<file path="src/rtl/host_cmd_pkg.sv">
`default_nettype none
// ============================================================================
// Package  : host_cmd_pkg
// Purpose  : Frame opcodes, command type and controller state encodings.
// Revision : 1.0
// ============================================================================
package host_cmd_pkg;

  // Leading opcode byte of each frame; the remote controller decodes the same values.
  localparam logic [7:0] c_opc_write = 8'hAA;
  localparam logic [7:0] c_opc_read  = 8'hBB;
  localparam logic [7:0] c_opc_alu   = 8'hCC;
  localparam logic [7:0] c_opc_nop   = 8'hDD;

  typedef enum logic [1:0] {
    CMD_T_WRITE = 2'd0,
    CMD_T_READ  = 2'd1,
    CMD_T_ALU   = 2'd2,
    CMD_T_NOP   = 2'd3
  } cmd_type_e;

  typedef enum logic [2:0] {
    ST_IDLE    = 3'd0,
    ST_SEND    = 3'd1,
    ST_WAIT_LO = 3'd2,
    ST_WAIT_HI = 3'd3,
    ST_DONE    = 3'd4
  } ctrl_state_e;

  // Index of the final byte of the outgoing frame for a given command.
  function automatic logic [1:0] last_byte_idx(input cmd_type_e cmd_type);
    logic [1:0] idx;
    case (cmd_type)
      CMD_T_WRITE: idx = 2'd2;
      CMD_T_READ:  idx = 2'd1;
      CMD_T_ALU:   idx = 2'd3;
      default:     idx = 2'd1;
    endcase
    return idx;
  endfunction

endpackage : host_cmd_pkg
`default_nettype wire

</file>
<file path="src/rtl/host_cmd_ctrl_if.sv">
`default_nettype none
// ============================================================================
// Interface : host_cmd_ctrl_if
// Purpose   : Command request, TX byte stream, RX byte strobe and response.
// Revision  : 1.0
// ============================================================================
interface host_cmd_ctrl_if #(
  parameter int FRAME_WIDTH    = 8,
  parameter int RF_ADDR_WIDTH  = 4,
  parameter int ALU_FUNC_WIDTH = 4,
  parameter int ALU_DATA_WIDTH = 16
) ();
  import host_cmd_pkg::*;

  logic                      CMD_VLD;
  logic                      CMD_RDY;
  cmd_type_e                 CMD_TYPE;
  logic [RF_ADDR_WIDTH-1:0]  CMD_ADDR;
  logic [FRAME_WIDTH-1:0]    CMD_DATA;
  logic [FRAME_WIDTH-1:0]    CMD_OP_A;
  logic [FRAME_WIDTH-1:0]    CMD_OP_B;
  logic [ALU_FUNC_WIDTH-1:0] CMD_FUNC;

  logic [FRAME_WIDTH-1:0]    TX_P_DATA;
  logic                      TX_VLD;
  logic                      TX_RDY;

  logic [FRAME_WIDTH-1:0]    RX_P_DATA;
  logic                      RX_P_VLD;

  logic [ALU_DATA_WIDTH-1:0] RSP_DATA;
  logic                      RSP_VLD;
  logic                      RSP_ERR;
  logic                      BUSY;

  // Environment side: issues commands, owns the UART link handshakes.
  modport master (
    output CMD_VLD, CMD_TYPE, CMD_ADDR, CMD_DATA, CMD_OP_A, CMD_OP_B, CMD_FUNC,
    output TX_RDY, RX_P_DATA, RX_P_VLD,
    input  CMD_RDY, TX_P_DATA, TX_VLD, RSP_DATA, RSP_VLD, RSP_ERR, BUSY
  );

  // Controller side.
  modport slave (
    input  CMD_VLD, CMD_TYPE, CMD_ADDR, CMD_DATA, CMD_OP_A, CMD_OP_B, CMD_FUNC,
    input  TX_RDY, RX_P_DATA, RX_P_VLD,
    output CMD_RDY, TX_P_DATA, TX_VLD, RSP_DATA, RSP_VLD, RSP_ERR, BUSY
  );

endinterface : host_cmd_ctrl_if
`default_nettype wire

</file>
<file path="src/rtl/rsp_timeout_cnt.sv">
`default_nettype none
// ============================================================================
// Module   : rsp_timeout_cnt
// Purpose  : Idle-cycle counter that flags when the terminal count is reached.
// Revision : 1.0
// ============================================================================
module rsp_timeout_cnt #(
  parameter int WIDTH = 12
) (
  input  wire             clk,
  input  wire             rst,
  input  wire             i_clear,
  input  wire             i_enable,
  input  wire [WIDTH-1:0] i_terminal,
  output logic            o_expired
);

  logic [WIDTH-1:0] cnt_q;
  logic [WIDTH-1:0] cnt_d;

  // Saturates at the terminal value so the flag stays up until cleared.
  always_comb begin
    o_expired = i_enable && (cnt_q == i_terminal);
    cnt_d     = cnt_q;
    if (i_clear) begin
      cnt_d = '0;
    end else if (i_enable && !o_expired) begin
      cnt_d = cnt_q + 1'b1;
    end
  end

  always_ff @(posedge clk) begin
    if (rst) begin
      cnt_q <= '0;
    end else begin
      cnt_q <= cnt_d;
    end
  end

endmodule : rsp_timeout_cnt
`default_nettype wire

</file>
<file path="src/rtl/host_cmd_ctrl.sv">
`default_nettype none
// ============================================================================
// Module   : host_cmd_ctrl
// Purpose  : Serialises host commands into UART frames and collects replies.
// Revision : 1.0
// ============================================================================
module host_cmd_ctrl
  import host_cmd_pkg::*;
#(
  parameter int FRAME_WIDTH    = 8,
  parameter int RF_ADDR_WIDTH  = 4,
  parameter int ALU_FUNC_WIDTH = 4,
  parameter int ALU_DATA_WIDTH = 16,
  parameter int TIMEOUT_CYCLES = 4096
) (
  input wire             CLK,
  input wire             RST,
  host_cmd_ctrl_if.slave bus
);

  localparam int c_cnt_width = (TIMEOUT_CYCLES > 1) ? $clog2(TIMEOUT_CYCLES) : 1;
  localparam logic [c_cnt_width-1:0] c_terminal = c_cnt_width'(TIMEOUT_CYCLES - 1);

  ctrl_state_e               state_q, state_d;
  logic [1:0]                idx_q, idx_d;
  cmd_type_e                 type_q, type_d;
  logic [RF_ADDR_WIDTH-1:0]  addr_q, addr_d;
  logic [FRAME_WIDTH-1:0]    data_q, data_d;
  logic [FRAME_WIDTH-1:0]    op_a_q, op_a_d;
  logic [FRAME_WIDTH-1:0]    op_b_q, op_b_d;
  logic [ALU_FUNC_WIDTH-1:0] func_q, func_d;
  logic [ALU_DATA_WIDTH-1:0] rsp_data_q, rsp_data_d;
  logic                      rsp_err_q, rsp_err_d;

  logic [FRAME_WIDTH-1:0]    w_tx_byte;
  logic                      w_in_wait;
  logic                      w_tmo_clear;
  logic                      w_expired;

  // ------------------------------------------------------------------------
  // Response timeout: runs only while waiting, restarts on every RX byte.
  // ------------------------------------------------------------------------
  assign w_in_wait   = (state_q == ST_WAIT_LO) || (state_q == ST_WAIT_HI);
  assign w_tmo_clear = !w_in_wait || bus.RX_P_VLD;

  rsp_timeout_cnt #(
    .WIDTH (c_cnt_width)
  ) u_rsp_timeout_cnt (
    .clk        (CLK),
    .rst        (RST),
    .i_clear    (w_tmo_clear),
    .i_enable   (w_in_wait),
    .i_terminal (c_terminal),
    .o_expired  (w_expired)
  );

  // ------------------------------------------------------------------------
  // Outgoing byte selection from the captured command fields.
  // ------------------------------------------------------------------------
  always_comb begin
    w_tx_byte = '0;
    case (type_q)
      CMD_T_WRITE: begin
        case (idx_q)
          2'd0:    w_tx_byte = FRAME_WIDTH'(c_opc_write);
          2'd1:    w_tx_byte = FRAME_WIDTH'(addr_q);
          default: w_tx_byte = data_q;
        endcase
      end
      CMD_T_READ: begin
        case (idx_q)
          2'd0:    w_tx_byte = FRAME_WIDTH'(c_opc_read);
          default: w_tx_byte = FRAME_WIDTH'(addr_q);
        endcase
      end
      CMD_T_ALU: begin
        case (idx_q)
          2'd0:    w_tx_byte = FRAME_WIDTH'(c_opc_alu);
          2'd1:    w_tx_byte = op_a_q;
          2'd2:    w_tx_byte = op_b_q;
          default: w_tx_byte = FRAME_WIDTH'(func_q);
        endcase
      end
      default: begin
        case (idx_q)
          2'd0:    w_tx_byte = FRAME_WIDTH'(c_opc_nop);
          default: w_tx_byte = FRAME_WIDTH'(func_q);
        endcase
      end
    endcase
  end

  // ------------------------------------------------------------------------
  // Next-state and response capture.
  // ------------------------------------------------------------------------
  always_comb begin
    state_d    = state_q;
    idx_d      = idx_q;
    type_d     = type_q;
    addr_d     = addr_q;
    data_d     = data_q;
    op_a_d     = op_a_q;
    op_b_d     = op_b_q;
    func_d     = func_q;
    rsp_data_d = rsp_data_q;
    rsp_err_d  = rsp_err_q;

    case (state_q)
      ST_IDLE: begin
        if (bus.CMD_VLD) begin
          type_d     = bus.CMD_TYPE;
          addr_d     = bus.CMD_ADDR;
          data_d     = bus.CMD_DATA;
          op_a_d     = bus.CMD_OP_A;
          op_b_d     = bus.CMD_OP_B;
          func_d     = bus.CMD_FUNC;
          rsp_data_d = '0;
          rsp_err_d  = 1'b0;
          idx_d      = 2'd0;
          state_d    = ST_SEND;
        end
      end

      ST_SEND: begin
        if (bus.TX_RDY) begin
          if (idx_q == last_byte_idx(type_q)) begin
            state_d = (type_q == CMD_T_WRITE) ? ST_DONE : ST_WAIT_LO;
          end else begin
            idx_d = idx_q + 2'd1;
          end
        end
      end

      // A byte arriving on the expiry cycle still counts as a valid reply.
      ST_WAIT_LO: begin
        if (bus.RX_P_VLD) begin
          rsp_data_d[FRAME_WIDTH-1:0] = bus.RX_P_DATA;
          state_d = (type_q == CMD_T_READ) ? ST_DONE : ST_WAIT_HI;
        end else if (w_expired) begin
          rsp_err_d = 1'b1;
          state_d   = ST_DONE;
        end
      end

      ST_WAIT_HI: begin
        if (bus.RX_P_VLD) begin
          rsp_data_d[2*FRAME_WIDTH-1:FRAME_WIDTH] = bus.RX_P_DATA;
          state_d = ST_DONE;
        end else if (w_expired) begin
          rsp_err_d = 1'b1;
          state_d   = ST_DONE;
        end
      end

      ST_DONE: begin
        state_d = ST_IDLE;
      end

      default: begin
        state_d = ST_IDLE;
      end
    endcase
  end

  always_ff @(posedge CLK) begin
    if (RST) begin
      state_q    <= ST_IDLE;
      idx_q      <= 2'd0;
      type_q     <= CMD_T_WRITE;
      addr_q     <= '0;
      data_q     <= '0;
      op_a_q     <= '0;
      op_b_q     <= '0;
      func_q     <= '0;
      rsp_data_q <= '0;
      rsp_err_q  <= 1'b0;
    end else begin
      state_q    <= state_d;
      idx_q      <= idx_d;
      type_q     <= type_d;
      addr_q     <= addr_d;
      data_q     <= data_d;
      op_a_q     <= op_a_d;
      op_b_q     <= op_b_d;
      func_q     <= func_d;
      rsp_data_q <= rsp_data_d;
      rsp_err_q  <= rsp_err_d;
    end
  end

  // ------------------------------------------------------------------------
  // Outputs decoded from the registered state.
  // ------------------------------------------------------------------------
  assign bus.CMD_RDY   = (state_q == ST_IDLE);
  assign bus.BUSY      = (state_q != ST_IDLE);
  assign bus.TX_VLD    = (state_q == ST_SEND);
  assign bus.TX_P_DATA = (state_q == ST_SEND) ? w_tx_byte : '0;
  assign bus.RSP_VLD   = (state_q == ST_DONE);
  assign bus.RSP_DATA  = rsp_data_q;
  assign bus.RSP_ERR   = rsp_err_q;

endmodule : host_cmd_ctrl
`default_nettype wire

</file>
<file path="src/flat_wrapper.sv">
// flat-port wrapper written by rule: the top's interface ports become plain ports
module host_cmd_ctrl_flat import host_cmd_pkg::*;
#(
  parameter int FRAME_WIDTH    = 8,
  parameter int RF_ADDR_WIDTH  = 4,
  parameter int ALU_FUNC_WIDTH = 4,
  parameter int ALU_DATA_WIDTH = 16,
  parameter int TIMEOUT_CYCLES = 4096
)
  (CLK, RST, bus_CMD_VLD, bus_CMD_TYPE, bus_CMD_ADDR, bus_CMD_DATA, bus_CMD_OP_A, bus_CMD_OP_B, bus_CMD_FUNC, bus_TX_RDY, bus_RX_P_DATA, bus_RX_P_VLD, bus_CMD_RDY, bus_TX_P_DATA, bus_TX_VLD, bus_RSP_DATA, bus_RSP_VLD, bus_RSP_ERR, bus_BUSY);
  host_cmd_ctrl_if #(.FRAME_WIDTH(FRAME_WIDTH), .RF_ADDR_WIDTH(RF_ADDR_WIDTH), .ALU_FUNC_WIDTH(ALU_FUNC_WIDTH), .ALU_DATA_WIDTH(ALU_DATA_WIDTH)) bus_i ();
  input wire CLK;
  input wire RST;
  input wire logic [$bits(bus_i.CMD_VLD)-1:0] bus_CMD_VLD;
  input wire logic [$bits(bus_i.CMD_TYPE)-1:0] bus_CMD_TYPE;
  input wire logic [$bits(bus_i.CMD_ADDR)-1:0] bus_CMD_ADDR;
  input wire logic [$bits(bus_i.CMD_DATA)-1:0] bus_CMD_DATA;
  input wire logic [$bits(bus_i.CMD_OP_A)-1:0] bus_CMD_OP_A;
  input wire logic [$bits(bus_i.CMD_OP_B)-1:0] bus_CMD_OP_B;
  input wire logic [$bits(bus_i.CMD_FUNC)-1:0] bus_CMD_FUNC;
  input wire logic [$bits(bus_i.TX_RDY)-1:0] bus_TX_RDY;
  input wire logic [$bits(bus_i.RX_P_DATA)-1:0] bus_RX_P_DATA;
  input wire logic [$bits(bus_i.RX_P_VLD)-1:0] bus_RX_P_VLD;
  output wire logic [$bits(bus_i.CMD_RDY)-1:0] bus_CMD_RDY;
  output wire logic [$bits(bus_i.TX_P_DATA)-1:0] bus_TX_P_DATA;
  output wire logic [$bits(bus_i.TX_VLD)-1:0] bus_TX_VLD;
  output wire logic [$bits(bus_i.RSP_DATA)-1:0] bus_RSP_DATA;
  output wire logic [$bits(bus_i.RSP_VLD)-1:0] bus_RSP_VLD;
  output wire logic [$bits(bus_i.RSP_ERR)-1:0] bus_RSP_ERR;
  output wire logic [$bits(bus_i.BUSY)-1:0] bus_BUSY;
  assign bus_i.CMD_VLD = bus_CMD_VLD;
  assign bus_i.CMD_TYPE = bus_CMD_TYPE;
  assign bus_i.CMD_ADDR = bus_CMD_ADDR;
  assign bus_i.CMD_DATA = bus_CMD_DATA;
  assign bus_i.CMD_OP_A = bus_CMD_OP_A;
  assign bus_i.CMD_OP_B = bus_CMD_OP_B;
  assign bus_i.CMD_FUNC = bus_CMD_FUNC;
  assign bus_i.TX_RDY = bus_TX_RDY;
  assign bus_i.RX_P_DATA = bus_RX_P_DATA;
  assign bus_i.RX_P_VLD = bus_RX_P_VLD;
  assign bus_CMD_RDY = bus_i.CMD_RDY;
  assign bus_TX_P_DATA = bus_i.TX_P_DATA;
  assign bus_TX_VLD = bus_i.TX_VLD;
  assign bus_RSP_DATA = bus_i.RSP_DATA;
  assign bus_RSP_VLD = bus_i.RSP_VLD;
  assign bus_RSP_ERR = bus_i.RSP_ERR;
  assign bus_BUSY = bus_i.BUSY;
  host_cmd_ctrl #(.FRAME_WIDTH(FRAME_WIDTH), .RF_ADDR_WIDTH(RF_ADDR_WIDTH), .ALU_FUNC_WIDTH(ALU_FUNC_WIDTH), .ALU_DATA_WIDTH(ALU_DATA_WIDTH), .TIMEOUT_CYCLES(TIMEOUT_CYCLES)) u_core (.CLK(CLK), .RST(RST), .bus(bus_i));
endmodule
</file>
<file path="config.mk">
export PLATFORM = sky130hd
export DESIGN_NAME = host_cmd_ctrl_flat
export DESIGN_NICKNAME = d
export VERILOG_FILES = /design/src/rtl/host_cmd_pkg.sv /design/src/rtl/host_cmd_ctrl_if.sv /design/src/rtl/rsp_timeout_cnt.sv /design/src/rtl/host_cmd_ctrl.sv /design/src/flat_wrapper.sv
export SDC_FILE = /design/constraint.sdc
export NUM_CORES = 1
export LEC_CHECK = 0
export ABC_AREA = 1
export CORE_ASPECT_RATIO = 0.8
export CORE_MARGIN = 8
export CORE_UTILIZATION = 44
export DETAILED_ROUTE_END_ITERATION = 16
export PLACE_DENSITY = 0.81
export SLEW_MARGIN = 20
export SYNTH_ARGS = -nofsm -noshare
export SYNTH_HDL_FRONTEND = slang
export SYNTH_SLANG_ARGS = --single-unit
</file>
<file path="constraint.sdc">
create_clock -name CLK -period 1.94 [get_ports CLK]
set_clock_uncertainty 0.05 [all_clocks]
set_input_delay 0.388 -clock CLK [delete_from_list [all_inputs] [get_ports CLK]]
set_output_delay 0.388 -clock CLK [all_outputs]
set_load 0.02 [all_outputs]
</file>
# Word-level counts from Yosys, hierarchy flattened
# Cells that the tools add are included.
[totals]
regBits = 68
in_bits = 47
output_inout_bits = 29
elab_cells = 84
[op_classes]
n_addsub = 2
n_eq_ne = 18
n_mux = 30
n_reduce_logical = 22
[op_table]
columns = ["cell", "n"]
rows = [
  ["case mux 8 bit (2 select lines)", 3],
  ["case mux 8 bit (3 select lines)", 2],
  ["two-way mux 8 bit", 4],
  ["two-way mux 3 bit", 8],
  ["two-way mux 16 bit", 1],
  ["adder 12 x 1 -> 12 bit (second input constant)", 1],
  ["== test 12 bit (second input constant)", 1],
  ["!= test 2 bit (second input constant)", 6],
  ["case mux 3 bit (4 select lines)", 1],
  ["two-way mux 2 bit", 5],
  ["AND reduction 3 bit", 3],
  ["case mux 2 bit (2 select lines)", 2],
  ["AND reduction 4 bit", 2],
  ["nonzero test 2 bit", 4],
  ["== test 3 x 2 -> 1 bit (second input constant)", 2],
  ["== test 2 x 1 -> 1 bit (second input constant)", 2],
  ["== test 2 bit (second input constant)", 2],
  ["zero test 2 bit", 2],
  ["!= test 2 x 1 -> 1 bit (second input constant)", 2],
  ["OR reduction 2 bit", 2],
  ["== test 3 x 1 -> 1 bit (second input constant)", 1],
  ["== test 3 bit (second input constant)", 1],
  ["zero test 3 bit", 1],
  ["two-way mux 1 bit", 3],
  ["8 further kinds", 11],
]

# Logic depth before layout (Yosys ltp)
# Gate-level depths: netlist (run 1).
[logic_depth]
depth_word = 8
mapped_depth = 11

# Hierarchy
# Synthesis (run 1) repeated with hierarchy kept, for this count alone.
[hier_totals]
cells_unflattened = 548
hier_area_um2 = 3671.0
[modules_own_cells]
columns = ["mod", "n_inst", "cells_each", "area_per_inst_um2", "seq_area_each_um2"]
rows = [
  ["host_cmd_ctrl", 1, 395, 2741.4, 1121.1],
  ["rsp_timeout_cnt", 1, 153, 929.6, 240.2],
]

# Least setup slack after synthesis (run 1)
# OpenSTA, ideal clock, no wires.
[synth_path]
path_kind = "register -> output"
start = "reg u_core.idx_q[1]"
end = "out bus_TX_P_DATA[1]"
t_arrival_ns = 1.696
setup_slack_ns = -0.194
stages_incl_launch_ff = 9
cell_sequence = "dfxtp_1 > inv_1 > ha_1 > clkbuf_1 > nor2_1 > inv_1 > o21ai_0 > nand2_1 > a41oi_1"
[synth_between]
elab_chain_cells = 4
elab_cells_between_ends = 9
[synth_rtl]
columns = ["element", "line", "text"]
rows = [
  ["start, declared", "host_cmd_ctrl.sv:25", "logic [1:0] idx_q, idx_d;"],
  ["start signal, assigned", "host_cmd_ctrl.sv:179", "idx_q <= idx_d;"],
  ["== test 2 bit, or another cell as far along", "host_cmd_ctrl.sv:77", "case (idx_q)"],
  ["case mux 8 bit (3 select lines), or another cell as far along", "host_cmd_ctrl.sv:77", ""],
  ["case mux 8 bit (3 select lines) *", "host_cmd_ctrl.sv:62", "case (type_q)"],
  ["two-way mux 8 bit *", "host_cmd_ctrl.sv:197", "assign bus.TX_P_DATA = (state_q == ST_SEND) ? w_tx_byte : '0;"],
  ["end, declared", "flat_wrapper.sv:25", "output wire logic [$bits(bus_i.TX_P_DATA)-1:0] bus_TX_P_DATA;"],
]
# Every way passes the cells marked *; elsewhere a longest branch is shown, timed or not.

# Final worst setup path (run 1)
[layout_path]
start = "reg u_core.idx_q[0]"
end = "out bus_TX_P_DATA[2]"
# Same word-level chain as after synthesis.

==> results of run 1 <==
==> worst max-delay path, cell delays in order, from the launching register on <==
cell and delay, ps:
dfxtp_4 380, inv_4 60, ha_4 190, buf_6 130, nor2_4 100, nand3_1 80
o211ai_1 110, nand4_1 110, nand2_1 80, inv_1 40, buf_4 140
==> kinds of logic after synthesis <==
family / after synthesis / synth area share
buf+inv: 77 / 0.0949
xor+xnor: 5 / 0.0129
fa+ha+maj: 5 / 0.0185
flops: 68 / 0.402
simple gates: 205 / 0.268
compound gates: 130 / 0.204
==> registers in the layout, summed over array words and instances, names as in the netlist <==
register	flops
u_core.state_q	3
u_core.data_q	8
u_core.bus.RSP_DATA	16
u_core.bus.RSP_ERR	1
u_core.op_a_q	8
u_core.idx_q	2
u_core.op_b_q	8
u_core.u_rsp_timeout_cnt.cnt_q	12
u_core.func_q	4
u_core.addr_q	4
u_core.type_q	2
==> placed cells by master, fill, tap and decap left out, drive strengths merged <==
cell / netlist / final
o22ai: 3 / 3
nand2: 86 / 86
nand3: 30 / 30
o211ai: 5 / 5
clkdlybuf4s15: 0 / 1
a21oi: 62 / 62
xor2: 3 / 3
nand4: 12 / 12
dfxtp: 68 / 68
clkinv: 0 / 3
buf: 14 / 47
ha: 5 / 5
clkinvlp: 0 / 1
a41oi: 1 / 1
nor3: 5 / 5
o21a: 2 / 2
nor2: 71 / 71
or2: 1 / 1
dlygate4sd2: 0 / 2
xnor2: 2 / 2
o21ai: 56 / 56
clkbuf: 7 / 10
o221ai: 1 / 1
inv: 56 / 57
bufinv: 0 / 2
clkdlybuf4s50: 0 / 63
==> layer usage <==
layer / up-vias / GRT usage
li1: 1823 / -
met5: - / 0
met3: 19 / 0.0657
met4: 0 / 0.0552
met2: 130 / 0.318
met1: 1668 / 0.238
==> repair_timing <==
item                                    CTS  global route
endpoints found under the setup margin   12            10
pin swaps                                 7             6
resized for setup                        73            20
hold buffers                              0             0
buffers inserted                          3             0
==> how the worst max path moves through the flow <==
| stage | to | startpoint |
|---|---|---|
| 2_1_floorplan | bus_TX_P_DATA[0] | u_core.idx_q[0] |
| 3_5_place_dp | bus_TX_P_DATA[3] | u_core.idx_q[0] |
| 6_report | bus_TX_P_DATA[2] | u_core.idx_q[0] |
| 5_1_grt | bus_TX_P_DATA[2] | u_core.idx_q[0] |
| 3_3_place_gp | bus_TX_P_DATA[0] | u_core.idx_q[0] |
| 4_1_cts | bus_TX_P_DATA[3] | u_core.idx_q[0] |
==> Yosys cell counts, drive strengths merged <==
library cell,instances,area (µm²)
buf,14,85.1
nor2,71,298
xnor2,2,17.5
ha,5,62.6
clkbuf,7,26.3
o22ai,3,18.8
o21ai,56,280
nor3,5,30.0
or2,1,6.26
dfxtp,68,1360
a41oi,1,8.76
o221ai,1,8.76
o211ai,5,37.5
o21a,2,15.0
inv,56,210
xor2,3,26.3
nand3,30,160
nand2,86,338
a21oi,62,322
nand4,12,75.1
==> cell type report <==
cell class / count / area, µm² / area share
Tap cell: 105 / 131 / 0.0272
Sequential cell: 68 / 1370 / 0.283
Clock inverter: 7 / 98.8 / 0.0204
Multi-Input combinational cell: 345 / 1820 / 0.376
Clock buffer: 9 / 124 / 0.0256
Timing Repair Buffer: 114 / 1080 / 0.223
Inverter: 56 / 215 / 0.0445
==> metrics by stage <==
step	util	instances	hold WS, ps	instance area [µm²]	total power [mW]
floorplan	-	490	375	3410	3.46
global placement	0.602	685	394	4470	4.52
detailed placement	0.602	685	397	4470	4.58
CTS	0.646	704	408	4800	6.14
global route	0.651	704	440	4840	6.64
finish	0.651	704	417	4840	6.26
==> power groups by stage <==
| stage | sequential, mW | combinational, mW | clock (mW) |
|---|---|---|---|
| global route | 1.88 | 3.36 | 1.41 |
| floorplan | 1.86 | 1.60 | 0 |
| global placement | 1.83 | 2.69 | 0 |
| detailed placement | 1.84 | 2.75 | 0 |
| CTS | 1.83 | 2.96 | 1.35 |
| finish | 1.85 | 3.09 | 1.32 |
==> impl_metrics.ini, run 1 <==
[sta]
min_period_ps = 2240
setup_slack_ps = -301
tns_ps = -1960
rsz0062_at_grt = true
setup_viol = 8
drv_slew = 0
worst_slew_pin_slew_ps = 406
final_hold_viol_count = 0
clock.fmax_ghz = 0.446
maxSlewHeadroom = 0.729
timing.final.crit_share = 1.16

[yosys]
yosysUniqueCellTypes = 32
avgSynthCellArea_um2 = 6.91
synth_nets = 542
ys.warnings.count = 0
syn-cell-area_um2 = 3390
ys_ff_latch = 68
synthCells = 490
seq_area_frac_synth = 0.402

[detailed_routing]
drtPass1Iterations = 5
vias = 3640
drcViolationCount = 0
vias_per_cell = 5.17
drt_iter0_drc = 282
drt_wl_total_mm = 10.4
wl_met3_um = 760
postRouteAntennaNets = 0
highest_layer = met4
met1_length_mm = 4.75
wl_met2_mm = 4.73
routedWlPerCell_um = 14.8

[worst_setup_path]
reg2reg_from = u_core.state_q[0]
r2r_cells = 9
cp-end-kind = output pin
r2r_end = u_core.op_b_q[4]
cp_data_arrival_time_ps = 1800
reg2reg_slack_ps = 200
crit_type = reg2out
required_ps = 1500
startpoint_type = register
cp_max_fo = 7

[status]
status = finished with violations
violations = setup timing

[power_and_ir_drop]
ir_worst_vdd_v = 0.000612
pwr_density_cell_nw_per_um2 = 1290
p_sw_frac = 0.406
pwr-share-clk = 0.212
internal_power_mw = 3.72
p_comb_frac = 0.493
p_leak_nw = 1.92
seqPwrFrac = 0.295
switchingPower_mw = 2.54

[job]
cap_violations = 0

[cells_and_area]
fillers = 647
area_growth_pct = 42.9
nets = 646
drive_above_1_share = 0.180
antennaDiodeCount = 0

[clock_tree]
cts.path.max_buffers = 2
cts_tree = done
cts_root_buffer = clkbuf_8
clock_sinks = 68
clkTransAtPathRegs_ps = 80
insertion_delay_ps = 360
cts_inserted_buffers = 9
htree_num_levels = 3

[min_path]
worstHoldPathType = reg2reg
holdPathStages = 2
hold_path_end = u_core.op_a_q[7]
min_from = u_core.op_a_q[7]

[grt]
antenna_found_initial = 0
grt_use_total = 0.194
gr-total-overflow = 0
first_global_vias = 3557
grt_pass1_wl_mm = 16.8
grt_max_degree = 43

[place]
hpwlAfterDp_mm = 7.61
gp_congestion = 0.941
numPortBuffers = 75
place_ws_ps = -495

[die]
ios = 76
die_height_um = 94.5
row_count = 28
start_util = 0.456
core_region_area_um2 = 7430
dieArea_um2 = 10800
dieWidth_um = 114
Note: power is estimated with default switching activity, not from simulation.
==> run 2: changes to the inputs <==
Settings changed: TNS_END_PERCENT from default to 5.
==> impl_metrics.ini, run 2 (same netlist as run 1, synthesis figures left out) <==
[clock_tree]
cts_inserted_buffers = 9
htree_num_levels = 3
cts.path.max_buffers = 2
insertion_delay_ps = 350
clock_sinks = 68
clkTransAtPathRegs_ps = 80
cts_root_buffer = clkbuf_8
cts_tree = done
hold_buffers = 0

[die]
start_util = 0.456
dieArea_um2 = 10800
die_height_um = 94.5
row_count = 28
ios = 76
dieWidth_um = 114
core_region_area_um2 = 7430

[power_and_ir_drop]
ir_worst_vdd_v = 0.000619
p_leak_nw = 1.91
pwr_density_cell_nw_per_um2 = 1290

[cells_and_area]
final_common_cell = nand2_1
antennaDiodeCount = 0
nets = 646
multi_input_area_um2 = 1810
fillers = 652
largest_register_ffs = 16
area_growth_pct = 42.5
final-seq-area_um2 = 1370
layoutNonFillerInstCount = 704
final_area_um2 = 4830
layout_common_cells = nand2_1, dfxtp_1, clkdlybuf4s50_1
drive_above_1_share = 0.175

[grt]
grt_pass1_wl_mm = 16.7
grt_use_total = 0.193
antenna_found_initial = 0
grt_max_degree = 43
first_global_vias = 3544
gr-total-overflow = 0

[worst_setup_path]
critPathBufInv = 4
crit_type = reg2out
startpoint_type = register
path_cells = inv_4 > ha_4 > buf_6 > nor2_4 > nand3_1 > o211ai_1 > nand4_1 > nand2_1 > inv_1 > buf_2
worst_path_max_delay_cell = dfxtp_4
required_ps = 1500
critPathTopFamily = flip-flops
cp_data_arrival_time_ps = 1800
cp_max_fo = 7
slowest_delay_ps = 380
cp-end-kind = output pin

[sta]
timing.final.crit_share = 1.15
setup_viol = 8
maxSlewHeadroom = 0.736
tns_ps = -1880
worst_slew_pin_slew_ps = 396
setup_slack_ps = -293
clock.fmax_ghz = 0.448
min_period_ps = 2230
rsz0062_at_grt = true
final_hold_viol_count = 0
drv_slew = 0

[detailed_routing]
drt_wl_total_mm = 10.4
drt_iter0_drc = 283
drcViolationCount = 0
vias_per_cell = 5.16
drtPass1Iterations = 5
vias = 3632
routedWlPerCell_um = 14.8
postRouteAntennaNets = 0

[place]
gp_congestion = 0.941
place_ws_ps = -495
numPortBuffers = 75
hpwlAfterDp_mm = 7.61
numPlacedInstances = 685
dpl-instance-area_um2 = 4470

[job]
cap_violations = 0

[min_path]
worstHoldPathType = reg2reg

[status]
status = finished with violations
violations = setup timing
run 2: worst paths after layout:
kind	cells past startpoint	end	start	slack (ps)
setup / recovery	10	bus_TX_P_DATA[2]	u_core.idx_q[0]	-290
hold / removal	2	u_core.op_a_q[7]	u_core.op_a_q[7]	420
setup reg to reg	9	u_core.op_b_q[4]	u_core.state_q[0]	190
hold reg to reg	2	u_core.op_a_q[7]	u_core.op_a_q[7]	420
run 2: metrics by stage:
stage	power, mW	util	hold slack (ps)
floorplan	3.46	-	375
global placement	4.52	0.602	394
detailed placement	4.58	0.602	397
CTS	6.11	0.644	413
global route	6.62	0.650	444
finish	6.25	0.650	418
run 2: worst reg2reg max path: stages (launching register included):
cell and delay (ps):
dfxtp_1 320, buf_4 190, nor2_2 180, nand2_4 70
buf_4 160, nor2_8 180, inv_2 100, buf_12 180
o21ai_1 180, a21oi_1 60
run 2: metal layers:
layer	global-route usage	wire [µm]
met3	0.0657	899
met5	0	0
met4	0.0552	153
met1	0.238	4690
met2	0.316	4670
run 2: final cells by class:
| type | instances | area share |
|---|---|---|
| clock buffers | 9 | 0.0257 |
| clock inverters | 7 | 0.0205 |
| inverters | 56 | 0.0446 |
| multi-input cells | 345 | 0.376 |
| flip-flops and latches | 68 | 0.284 |
| well taps | 105 | 0.0272 |
| repair buffers | 114 | 0.222 |
run 2: what timing repair did:
action / 4_1_cts / 5_1_grt
pin swaps: 5 / 5
setup buffers: 3 / 0
gates cloned: 0 / 0
resized for setup: 70 / 19
setup endpoints to repair: 12 / 10
run 2: report_power, final:
group,total (mW),internal [mW],switching (mW)
combinational,3.08,1.31,1.76
clock,1.32,0.730,0.590
sequential,1.85,1.67,0.183
